File: src/rtl/mem_access_ctrl.sv
// MEM-stage data-memory controller: ready-handshake RAM access with store lane placement,
// load extraction/extension, pipeline stall and access timeout.
module mem_access_ctrl #(
    parameter int DATA_WIDTH     = 32,
    parameter int TIMEOUT_CYCLES = 255
) (
    input  logic                  clk,
    input  logic                  rst,
    input  logic                  mem_read_flag,
    input  logic                  mem_write_flag,
    input  logic                  mem_sign_ext_flag,
    input  logic [3:0]            mem_sel,
    input  logic [DATA_WIDTH-1:0] mem_write_data,
    input  logic [DATA_WIDTH-1:0] result_in,
    input  logic                  reg_write_en_in,
    input  logic [4:0]            reg_write_addr_in,
    input  logic [DATA_WIDTH-1:0] current_pc_addr_in,
    input  logic [DATA_WIDTH-1:0] ram_read_data,
    input  logic                  ram_ready,
    output logic                  ram_en,
    output logic [3:0]            ram_write_en,
    output logic [DATA_WIDTH-1:0] ram_addr,
    output logic [DATA_WIDTH-1:0] ram_write_data,
    output logic                  stall_request,
    output logic                  bus_error,
    output logic [DATA_WIDTH-1:0] result_out,
    output logic                  reg_write_en_out,
    output logic [4:0]            reg_write_addr_out,
    output logic [DATA_WIDTH-1:0] current_pc_addr_out
);

    typedef enum logic [1:0] {IDLE, ACCESS, DONE} state_t;

    // Counter only has to reach TIMEOUT_CYCLES-1.
    localparam int CNT_W = (TIMEOUT_CYCLES > 1) ? $clog2(TIMEOUT_CYCLES) : 1;
    localparam logic [CNT_W-1:0] CNT_LAST = CNT_W'((TIMEOUT_CYCLES > 0) ? TIMEOUT_CYCLES - 1 : 0);

    state_t                  state_q;
    logic                    ram_en_q;
    logic [3:0]              ram_we_q;
    logic [DATA_WIDTH-1:0]   ram_addr_q;
    logic [DATA_WIDTH-1:0]   ram_wdata_q;
    logic                    bus_error_q;
    logic                    timeout_q;
    logic                    is_write_q;
    logic [CNT_W-1:0]        cnt_q;
    logic [DATA_WIDTH-1:0]   rdata_q;

    logic                    mem_op;
    logic [1:0]              lane_d;
    logic [DATA_WIDTH-1:0]   wdata_d;
    logic [DATA_WIDTH-1:0]   rdata_d;

    function automatic logic [31:0] ext8(input logic [7:0] b, input logic s);
        return {{24{s & b[7]}}, b};
    endfunction

    function automatic logic [31:0] ext16(input logic [15:0] h, input logic s);
        return {{16{s & h[15]}}, h};
    endfunction

    assign mem_op = mem_read_flag | mem_write_flag;

    // Store data is right-aligned; shift it up to the lowest enabled lane.
    always_comb begin
        lane_d = 2'd0;
        if (mem_sel[0])      lane_d = 2'd0;
        else if (mem_sel[1]) lane_d = 2'd1;
        else if (mem_sel[2]) lane_d = 2'd2;
        else if (mem_sel[3]) lane_d = 2'd3;
        wdata_d = mem_write_data << {lane_d, 3'b000};
    end

    always_comb begin
        rdata_d = ram_read_data;
        case (mem_sel)
            4'b0001: rdata_d = ext8(ram_read_data[7:0],   mem_sign_ext_flag);
            4'b0010: rdata_d = ext8(ram_read_data[15:8],  mem_sign_ext_flag);
            4'b0100: rdata_d = ext8(ram_read_data[23:16], mem_sign_ext_flag);
            4'b1000: rdata_d = ext8(ram_read_data[31:24], mem_sign_ext_flag);
            4'b0011: rdata_d = ext16(ram_read_data[15:0],  mem_sign_ext_flag);
            4'b1100: rdata_d = ext16(ram_read_data[31:16], mem_sign_ext_flag);
            default: rdata_d = ram_read_data;
        endcase
    end

    always_ff @(posedge clk) begin
        if (!rst) begin
            state_q     <= IDLE;
            ram_en_q    <= 1'b0;
            ram_we_q    <= 4'b0000;
            ram_addr_q  <= '0;
            ram_wdata_q <= '0;
            bus_error_q <= 1'b0;
            timeout_q   <= 1'b0;
            is_write_q  <= 1'b0;
            cnt_q       <= '0;
            rdata_q     <= '0;
        end else begin
            bus_error_q <= 1'b0;
            case (state_q)
                IDLE: begin
                    if (mem_op) begin
                        ram_en_q    <= 1'b1;
                        ram_addr_q  <= {result_in[DATA_WIDTH-1:2], 2'b00};
                        ram_we_q    <= mem_write_flag ? mem_sel : 4'b0000;
                        ram_wdata_q <= wdata_d;
                        is_write_q  <= mem_write_flag;
                        timeout_q   <= 1'b0;
                        cnt_q       <= '0;
                        state_q     <= ACCESS;
                    end
                end
                ACCESS: begin
                    if (ram_ready) begin
                        rdata_q  <= rdata_d;
                        ram_en_q <= 1'b0;
                        ram_we_q <= 4'b0000;
                        state_q  <= DONE;
                    end else if (TIMEOUT_CYCLES != 0 && cnt_q == CNT_LAST) begin
                        rdata_q     <= '0;
                        ram_en_q    <= 1'b0;
                        ram_we_q    <= 4'b0000;
                        bus_error_q <= 1'b1;
                        timeout_q   <= 1'b1;
                        state_q     <= DONE;
                    end else begin
                        cnt_q <= cnt_q + CNT_W'(1);
                    end
                end
                DONE:    state_q <= IDLE;
                default: state_q <= IDLE;
            endcase
        end
    end

    assign ram_en         = ram_en_q;
    assign ram_write_en   = ram_we_q;
    assign ram_addr       = ram_addr_q;
    assign ram_write_data = ram_wdata_q;
    assign bus_error      = bus_error_q;

    assign stall_request = (state_q == ACCESS) || (state_q == IDLE && mem_op);

    // In DONE a load hands back the formatted word; everything else passes result_in.
    assign result_out          = (state_q == DONE && !is_write_q) ? rdata_q : result_in;
    assign reg_write_en_out    = reg_write_en_in & ~(state_q == DONE && timeout_q);
    assign reg_write_addr_out  = reg_write_addr_in;
    assign current_pc_addr_out = current_pc_addr_in;

endmodule

File: config.mk
export PLATFORM = sky130hd
export DESIGN_NAME = mem_access_ctrl
export DESIGN_NICKNAME = d
export VERILOG_FILES = /design/src/rtl/mem_access_ctrl.sv
export SDC_FILE = /design/constraint.sdc
export NUM_CORES = 1
export LEC_CHECK = 0
export BUFFER_PORTS_ARGS = -buffer_cell sky130_fd_sc_hd__buf_2
export CORE_MARGIN = 4
export CORE_UTILIZATION = 48
export CTS_BUF_LIST = sky130_fd_sc_hd__clkbuf_2 sky130_fd_sc_hd__clkbuf_4 sky130_fd_sc_hd__clkbuf_8
export CTS_CLUSTER_SIZE = 12
export DETAILED_ROUTE_END_ITERATION = 8
export PLACE_DENSITY = 0.83
export SKIP_LAST_GASP = 1
export SYNTH_ARGS = -nofsm -noshare
export SYNTH_HDL_FRONTEND = slang
export SYNTH_SLANG_ARGS = --single-unit
export TNS_END_PERCENT = 20
File: constraint.sdc
create_clock -name clk -period 2 [get_ports clk]
set_clock_uncertainty 0.1 [all_clocks]
set_input_delay 0.2 -clock clk [delete_from_list [all_inputs] [get_ports clk]]
set_output_delay 0.2 -clock clk [all_outputs]
set_load 0.05 [all_outputs]
==> out/qor.csv, run 1 <==
metric,value,unit
status,"finished, violations left",
violations,negative setup slack,
synth.area.top_cells,"dfxtp_1 39%, mux2_2 7.7%, nand2_1 5.8%",
portBuffers,208,
setup_viol,33,
start_kind,flop,
fmax,474,MHz
h-tree-depth,3,
routedWlPerCell,18.9,um
max_stage_delay,0.37,ns
via_per_inst,5.68,
yosys.area.top_type,dfxtp_1,
ys_seq_area_share,39.5,%
ys.flop_type,dfxtp_1,
route.met3.wl,1260,um
cts_tree,yes,
grt_first_pass_wirelength,27100,um
drt_iter0_markers,455,
synth_edf_count,0,
wl_met1,7470,um
cp.depth,5,
final_common_cell,buf_2,
hp-start,ram_read_data[16],
grt_max_degree,36,
hold_end,rdata_q[16],
gr-total-overflow,0,
fin_crit,2.11,ns
timing.rr.start,cnt_q[0],
crit_type,flop to output port,
synthArstFlopShare,0,%
finalNetCount,971,
gp_congestion,0.886,
required,1.70,ns
grt_pass1_vias,5418,
synth_top_area_share,39.5,%
vias,5533,
cts.sinks,112,
cts_buffer_depth,2,
ys_seq_elements,112,
drive_above_1_share,37.7,%
slew_viol_final,0,
tns,-2.90,ns
critPathBufInv,3,
powerDensity,729,mW/mm^2
clkSlewWorstSetupHoldPaths,0.10,ns
clockRootBuffer,clkbuf_8,
drv_cap,0,
dieArea,0.0136,mm^2
worstPathCellList,nor3b_4 > buf_6 > clkbuf_16 > mux2_4 > buf_8,
r2r-end,rdata_q[4],
initial_core_util,49.3,%
wl,18400,um
hold_viol,0,
ant_nets,0,
hold_depth,3,
ys.warnings.count,0,
pin_count,285,
hp-class,input port to flop,
dr.max_layer_used,met4,
n_fill_cell,929,
crit_fanout,8,
setup_ws,-0.112,ns
worstPathArrival,1.81,ns
end_kind,output port,
critPathTopFamily,buffers and inverters,
r2r_cells,8,
core,0.0115,mm^2
crit_path_top_delay_cell,dfxtp_4,
drc,0,
setup.reg_to_reg.worst_slack,0.14,ns
syn_area_per_cell,9.32,um^2
total_power,5.56,mW
globalRouteTotalUtil,25.2,%
fp.dieW,117,um
tightest_slew,0.613,ns
cts_buffers,9,
ir_drop,0.565,mV
dr.pass1.iters,5,
synth.distinct_cells,57,
post-route-period-util,106,%
slew_headroom,58.7,%
syn_inst,609,
cellLeakagePower,3.39,nW
die_h,117,um
clock_latency,0.39,ns
dp_slack,0.0990,ns
antenna_found_initial,1,
dr_wl_met2,9070,um
netlist_area,0.00568,mm^2
syn_to_final_growth,34.4,%
post-dp-hpwl,12500,um
layout_common_cells,"176 x buf_2, 109 x dfxtp_1, 87 x nand2_1",
rows,39,
rsz0062_at_grt,true,
## state kept, by name, summed over array words and instances, names as in the netlist
| name | flops |
|---|---|
| ram_addr | 30 |
| is_write_q | 1 |
| timeout_q | 1 |
| cnt_q | 8 |
| ram_write_en | 4 |
| rdata_q | 32 |
| bus_error | 1 |
| ram_en | 1 |
| ram_write_data | 32 |
| state_q | 2 |
## cell usage after synthesis (2+ instances only)
master	n
o21a_1	2
o21ai_1	2
a22oi_1	11
and3_1	2
and2_1	5
a22o_1	16
ha_1	2
a211o_1	7
o21ai_2	3
a32oi_1	7
nor3_1	4
o21ai_0	12
dfxtp_1	112
inv_1	4
buf_6	6
a221o_1	7
o221ai_1	8
mux2_2	39
and3b_1	2
buf_4	39
a21boi_0	32
nand4_1	2
nor2_1	30
a222oi_1	8
a2bb2oi_1	7
a21oi_1	7
nand2b_1	2
clkbuf_1	20
xnor2_1	6
mux2i_1	16
a31oi_1	17
nor2b_1	15
nor3b_1	3
o2bb2ai_1	17
nand3_1	11
a211oi_1	2
nand2_1	87
buf_2	18
## final cells by class
type	count	area (um^2)	share of cell area, %
multi-input cells	411	2950	38.7
flip-flops and latches	112	2250	29.5
repair buffers	287	2040	26.8
well taps	143	179	2.35
clock buffers	13	173	2.26
clock inverters	3	15.0	0.197
inverters	4	15.0	0.197
diodes	1	2.50	0.0328
## timing repair
item | CTS | global route
resized for setup | 26 | 69
pin swaps | 1 | 1
setup endpoints to repair | 33 | 35
buffers inserted | 3 | 1
hold buffers | 47 | 0
hold endpoints to repair | 48 | 0
gates cloned | 1 | 1
## stage by stage
| stage | hold WS (ns) | area (um^2) | utilization, % | cells |
|---|---|---|---|---|
| final | 0.0198 | 7630 | 66.2 | 974 |
| after global routing | 0.0195 | 7630 | 66.2 | 974 |
| after CTS | 0.00163 | 7420 | 64.4 | 972 |
| after detailed placement | 0.300 | 6640 | 57.7 | 905 |
| after global placement | 0.300 | 6640 | 57.7 | 905 |
| after floorplan | 0.179 | 5680 | - | 610 |
## cell families after synthesis
family	after synthesis	synth area share, %
xor gates and xnor gates	6	0.926
buffers and inverters	87	9.52
muxes	56	10.8
adders and majority gates	2	0.441
DFF	112	39.5
and+or+nand+nor	173	14.5
other	1	0.0661
AOI/OAI and AO/OA	172	24.2
## how the worst max path moves through the flow
stage / startpoint / end / slack [ns]
floorplan: state_q[1] / result_out[10] / 0.19
global placement: mem_sel[1] / ram_write_data[23] / 0.16
detailed placement: mem_sel[1] / ram_write_data[23] / 0.1
CTS: is_write_q / result_out[29] / -0.13
global route: state_q[0] / result_out[15] / -0.17
finish: state_q[0] / result_out[6] / -0.11
## per-layer routing
layer | GRT usage [%] | up-vias
li1 | - | 2613
met1 | 31.3 | 2592
met2 | 42.6 | 271
met3 | 6.11 | 57
met4 | 9.02 | 0
met5 | 0 | -
## power breakdown
| group | switching (mW) | leakage [nW] | internal, mW |
|---|---|---|---|
| Clock | 0.758 | 0.103 | 0.565 |
| Sequential | 0.0862 | 0.918 | 2.38 |
| Combinational | 1.15 | 2.36 | 0.626 |
| Total | 1.99 | 3.39 | 3.57 |
## worst min-delay path: cells and delay by family
family,cells,cell delay [ns]
AOI/OAI and AO/OA,2,0.18
buffers and inverters,1,0.10
Note: power is estimated with default switching activity, not from simulation.
==> inputs of run 2 (changes only) <==
--- a/config.mk
+++ b/config.mk
@@ -6,8 +6,10 @@
 export NUM_CORES = 1
 export LEC_CHECK = 0
 export BUFFER_PORTS_ARGS = -buffer_cell sky130_fd_sc_hd__buf_2
+export CELL_PAD_IN_SITES_DETAIL_PLACEMENT = 0
+export CELL_PAD_IN_SITES_GLOBAL_PLACEMENT = 1
 export CORE_MARGIN = 4
-export CORE_UTILIZATION = 48
+export CORE_UTILIZATION = 34
 export CTS_BUF_LIST = sky130_fd_sc_hd__clkbuf_2 sky130_fd_sc_hd__clkbuf_4 sky130_fd_sc_hd__clkbuf_8
 export CTS_CLUSTER_SIZE = 12
 export DETAILED_ROUTE_END_ITERATION = 8
==> run 2 against run 1 <==
  * The flow still finishes with violations (negative setup slack)
  * Die area rose by 38%
  * Flip-flop and latch count did not move
  * Wire length rose by 5.4%
  * Critical path type unchanged
  * Count of clock-buffer cells in the layout fell by 3
  * Non-clock buffer count rose by 10
  * Sequential power barely moved
  * Total power rose by 0.16%
  * Global-route usage fell by 5.9 points
  * Register-to-register slack got worse by 0.04 ns
  * Critical path depth did not move
  * Worst hold slack improved by 0.0048 ns
  * Cell count rose by 8.3%
==> out/qor.csv, run 2 (synthesized netlist as in run 1, its figures left out) <==
metric,value,unit,change
status,"finished, violations left",,
violations,negative setup slack,,
drive_above_1_share,37.4,%,-0.29 points
grt_max_degree,33,,-8.3%
clockRootBuffer,clkbuf_8,,
dp_cells,982,,+8.5%
n_fill_cell,1553,,+67%
final_common_cell,buf_2,,
ant_nets,0,,unchanged
setup.reg_to_reg.worst_slack,0.10,ns,-0.04 ns
slew_headroom,54.9,%,-3.8 points
diodes,0,,-1
rsz0062_at_grt,true,,
ir_drop,0.433,mV,-23%
dr.pass1.iters,6,,+1
cts_tree,yes,,
die_h,137,um,+18%
fmax,465,MHz,-1.8%
crit_end,result_out[21],,
setup_ws,-0.151,ns,-0.0390 ns
drv_cap,0,,unchanged
cts_buffers,9,,unchanged
gp_congestion,0.900,,+1.6%
fin_crit,2.15,ns,+0.0390 ns
post-dp-hpwl,13600,um,+9.2%
finalNetCount,981,,+1.0%
setup_viol,32,,-3.0%
grt_first_pass_wirelength,28400,um,+4.8%
tightest_slew,0.675,ns,+0.0613 ns
crit_fanout,8,,unchanged
end_kind,output port,,
worstPathArrival,1.85,ns,+0.04 ns
powerDensity,701,mW/mm^2,-3.8%
wl,19400,um,+5.4%
vias,5467,,-1.2%
pin_count,285,,unchanged
globalRouteTotalUtil,19.3,%,-5.9 points
initial_core_util,35.2,%,-14 points
post-route-period-util,108,%,+2.0 points
routedWlPerCell,18.4,um,-2.7%
r2r-end,ram_write_data[20],,
crit_type,flop to output port,,
syn_to_final_growth,40.0,%,
startpoint,state_q[1],,
fin_cells,1055,,+8.3%
r2r_cells,5,,-3
drc,0,,unchanged
cellLeakagePower,3.49,nW,+3.2%
drt_iter0_markers,308,,-32%
via_per_inst,5.18,,-8.8%
h-tree-depth,3,,unchanged
dieArea,0.0188,mm^2,+38%
start_kind,flop,,
fp.dieW,137,um,+18%
holdWs,0.0246,ns,+0.00476 ns
antenna_found_initial,2,,+1
regArea,0.00225,mm^2,about the same
hp-class,input port to flop,,
required,1.70,ns,about the same
timing.rr.start,state_q[1],,
layout_common_cells,"176 x buf_2, 110 x dfxtp_1, 87 x nand2_1",,
cts_buffer_depth,2,,unchanged
slew_viol_final,0,,unchanged
multiInputGateArea,0.00301,mm^2,+1.9%
clock_latency,0.39,ns,about the same
hold_viol,0,,unchanged
rows,46,,+18%
portBuffers,208,,unchanged
grt_pass1_vias,5284,,-2.5%
core,0.0161,mm^2,+40%
clkSlewWorstSetupHoldPaths,0.11,ns,about the same
gr-total-overflow,0,,unchanged
cts.sinks,112,,unchanged
-- run 2: cell types whose count changed in the layout (fill, tap and decap cells not counted), sizes merged --
cell         delta
dlygate4sd3     +7
clkinv          -1
clkinvlp        +2
buf             +2
clkbuf          -2
diode           -1
inv             +1
-- run 2: worst min path at each step --
| stage | cells past startpoint | startpoint | to |
|---|---|---|---|
| 6_report | 3 | mem_write_data[12] | ram_write_data[12] |
| 2_1_floorplan | 1 | ram_ready | bus_error |
| 3_3_place_gp | 0 | current_pc_addr_in[15] | current_pc_addr_out[15] |
| 3_5_place_dp | 0 | current_pc_addr_in[15] | current_pc_addr_out[15] |
| 5_1_grt | 2 | rst | cnt_q[1] |
| 4_1_cts | 3 | mem_write_data[12] | ram_write_data[12] |
-- run 2: per-layer routing --
metal / track usage [%] / part of all wire [%] / up-vias
li1: - / - / 2637
met1: 24.7 / 43 / 2602
met2: 32.3 / 49 / 183
met3: 4.09 / 6.1 / 41
met4: 6.93 / 2.0 / 4
met5: 0 / 0.15 / -
-- run 2: worst max-delay path: stages, from the launching register on --
cell and delay [ns]:
dfxtp_4 0.39, nor3b_4 0.23, buf_12 0.17, buf_16 0.14, mux2_2 0.34, buf_4 0.19
-- run 2: report_power, final --
| group | switching (mW) | internal (mW) |
|---|---|---|
| combinational | 1.16 | 0.665 |
| sequential | 0.0865 | 2.38 |
| clock | 0.805 | 0.474 |
| total | 2.05 | 3.52 |
-- run 2: area by class of cell --
cell class | instances | area share [%]
clock buffer | 10 | 1.65
clock inverter | 5 | 0.551
inverter | 4 | 0.189
multi-input combinational | 411 | 37.9
sequential | 112 | 28.3
tap | 216 | 3.40
timing repair buffer | 297 | 28.0
-- run 2: through the flow --
stage | util, % | total power [mW] | worst slack (ns) | instance area, um^2 | TNS [ns]
6_report | 49.3 | 5.57 | -0.151 | 7950 | -4.03
5_1_grt | 49.3 | 5.84 | -0.207 | 7950 | -6.98
4_1_cts | 46.7 | 5.51 | -0.199 | 7530 | -5.87
3_5_place_dp | 41.8 | 4.12 | 0.0678 | 6740 | 0
3_3_place_gp | 41.8 | 4.11 | 0.110 | 6740 | 0
2_1_floorplan | - | 3.83 | 0.185 | 5680 | 0
-- run 2: repair_timing --
item                                    4_1_cts  5_1_grt
gates cloned                                  1        2
hold buffers                                 54        0
gates resized for setup                      12      129
endpoints found under the setup margin       33       52
setup buffers                                 1        0
hold endpoints to repair                     60        0
==> inputs of run 3 (changes only) <==
--- a/config.mk
+++ b/config.mk
@@ -14,6 +14,7 @@
 export CTS_CLUSTER_SIZE = 12
 export DETAILED_ROUTE_END_ITERATION = 8
 export PLACE_DENSITY = 0.83
+export RECOVER_POWER = 25
 export SKIP_LAST_GASP = 1
 export SYNTH_ARGS = -nofsm -noshare
 export SYNTH_HDL_FRONTEND = slang
==> run 3 against run 2 <==
  * The run still ends with negative setup slack left
  * Largest cell class unchanged
  * Largest power group unchanged
  * Cell count is essentially flat
  * Utilization is 0.070 points lower
  * Highest routed layer unchanged
  * Critical path depth unchanged
  * Flip-flop and latch count stayed put
==> out/qor.csv, run 3 (synthesized netlist as in run 1, its figures left out) <==
metric,value,unit,change
status,"finished, violations left",,
violations,negative setup slack,,
drt_iter0_markers,311,,+0.97%
fp.dieW,137,um,unchanged
portBuffers,208,,unchanged
pin_count,285,,unchanged
hp-class,input port to flop,,
core,0.0161,mm^2,unchanged
post-route-period-util,107,%,about the same
clkSlewWorstSetupHoldPaths,0.11,ns,about the same
finalNetCount,981,,unchanged
setup_ws,-0.149,ns,+0.00173 ns
h-tree-depth,3,,unchanged
ir_drop,0.433,mV,about the same
clock_latency,0.39,ns,about the same
grt_max_degree,33,,unchanged
seqPwrFrac,44.3,%,about the same
cellLeakagePower,3.45,nW,-1.2%
globalRouteTotalUtil,19.3,%,unchanged
end_kind,output port,,
cts.sinks,112,,unchanged
p_int,3.51,mW,-0.15%
crit_type,flop to output port,,
die_h,137,um,unchanged
n_fill_cell,1561,,+0.52%
crit_fanout,8,,unchanged
dr.pass1.iters,7,,+1
p_switching,2.05,mW,about the same
startpoint,state_q[1],,
setup_viol,32,,unchanged
r2r-end,ram_write_data[20],,
vias,5471,,+0.073%
cts_tree,yes,,
power_frac_comb,32.8,%,about the same
crit_end,result_out[21],,
start_kind,flop,,
placed_cell_area,0.00674,mm^2,unchanged
p_sw_share,36.9,%,about the same
via_per_inst,5.18,,about the same
layout_common_cells,"165 x buf_2, 110 x dfxtp_1, 87 x nand2_1",,
gr-total-overflow,0,,unchanged
drive_above_1_share,36.1,%,-1.3 points
fmax,465,MHz,about the same
hold_viol,0,,unchanged
syn_to_final_growth,39.8,%,
setup.reg_to_reg.worst_slack,0.10,ns,about the same
slew_headroom,54.8,%,about the same
ant_nets,0,,unchanged
post-dp-hpwl,13600,um,unchanged
clockRootBuffer,clkbuf_8,,
fin_crit,2.15,ns,-0.00173 ns
r2r_cells,5,,unchanged
required,1.70,ns,about the same
dieArea,0.0188,mm^2,unchanged
tightest_slew,0.675,ns,+0.000130 ns
drc,0,,unchanged
wl,19400,um,about the same
holdWs,0.0251,ns,+0.000543 ns
pwr-share-clk,22.9,%,about the same
slew_viol_final,0,,unchanged
antenna_found_initial,2,,unchanged
routedWlPerCell,18.3,um,about the same
cts_buffer_depth,2,,unchanged
drv_cap,0,,unchanged
gp_congestion,0.900,,unchanged
worstPathArrival,1.85,ns,about the same
timing.rr.start,state_q[1],,
grt_first_pass_wirelength,28400,um,unchanged
cts_buffers,9,,unchanged
final_common_cell,buf_2,,
rows,46,,unchanged
grt_pass1_vias,5284,,unchanged
rsz0062_at_grt,true,,
powerDensity,701,mW/mm^2,about the same
fin_area,0.00793,mm^2,-0.14%
initial_core_util,35.2,%,unchanged
-- run 3: cell types whose count changed in the layout (fill, tap and decap cells not counted), sizes merged --
cell | before | now
buf | 241 | 230
clkbuf | 12 | 23
diode | 0 | 1
-- run 3: routing by layer --
layer	routed length, um	GRT usage [%]	up-vias
met5	29	0	-
met4	418	6.93	4
met3	1130	4.09	45
met2	9410	32.3	185
met1	8380	24.7	2597
li1	-	-	2640
-- run 3: through the flow --
| stage | setup slack (ns) | util [%] | std cells | power [mW] | TNS, ns |
|---|---|---|---|---|---|
| 2_1_floorplan | 0.185 | - | 610 | 3.83 | 0 |
| 3_3_place_gp | 0.110 | 41.8 | 982 | 4.11 | 0 |
| 3_5_place_dp | 0.0678 | 41.8 | 982 | 4.12 | 0 |
| 4_1_cts | -0.199 | 46.7 | 1053 | 5.51 | -5.87 |
| 5_1_grt | -0.207 | 49.2 | 1055 | 5.84 | -6.98 |
| 6_report | -0.149 | 49.2 | 1056 | 5.57 | -3.99 |
-- run 3: worst min-delay path by stage --
stage	start	end	slack [ns]	cells after the start
finish	mem_write_data[12]	ram_write_data[12]	0.03	3
global route	rst	cnt_q[1]	0.02	2
CTS	mem_write_data[12]	ram_write_data[12]	0.001	3
detailed placement	current_pc_addr_in[15]	current_pc_addr_out[15]	0.30	0
global placement	current_pc_addr_in[15]	current_pc_addr_out[15]	0.30	0
floorplan	ram_ready	bus_error	0.18	1
-- run 3: power groups by stage --
stage / Combinational, mW / Clock (mW) / Sequential [mW]
floorplan: 0.937 / 0 / 2.89
global placement: 1.60 / 0 / 2.51
detailed placement: 1.60 / 0 / 2.51
CTS: 1.71 / 1.34 / 2.46
global route: 1.94 / 1.42 / 2.48
finish: 1.82 / 1.28 / 2.47
-- run 3: what timing repair did --
| item | in CTS | in global routing |
|---|---|---|
| hold buffers | 54 | 0 |
| setup endpoints to repair | 33 | 52 |
| resized for setup | 12 | 129 |
| setup buffers | 1 | 0 |
| endpoints found under the hold margin | 60 | 0 |
| gates cloned | 1 | 2 |
-- run 3: final cells by class --
| cell class | count | area [um^2] | share of cell area, % |
|---|---|---|---|
| flip-flops and latches | 112 | 2250 | 28.3 |
| clock buffers | 10 | 131 | 1.66 |
| inverters | 4 | 15.0 | 0.189 |
| clock inverters | 5 | 43.8 | 0.552 |
| multi-input cells | 411 | 3010 | 37.9 |
| repair buffers | 297 | 2210 | 27.9 |
| well taps | 216 | 270 | 3.41 |
| diodes | 1 | 2.50 | 0.0315 |
-- run 3: critical path: stages, from the launching register on --
cell and delay (ns):
dfxtp_4 0.39, nor3b_4 0.23, buf_12 0.17, buf_16 0.14, mux2_2 0.34, buf_4 0.19
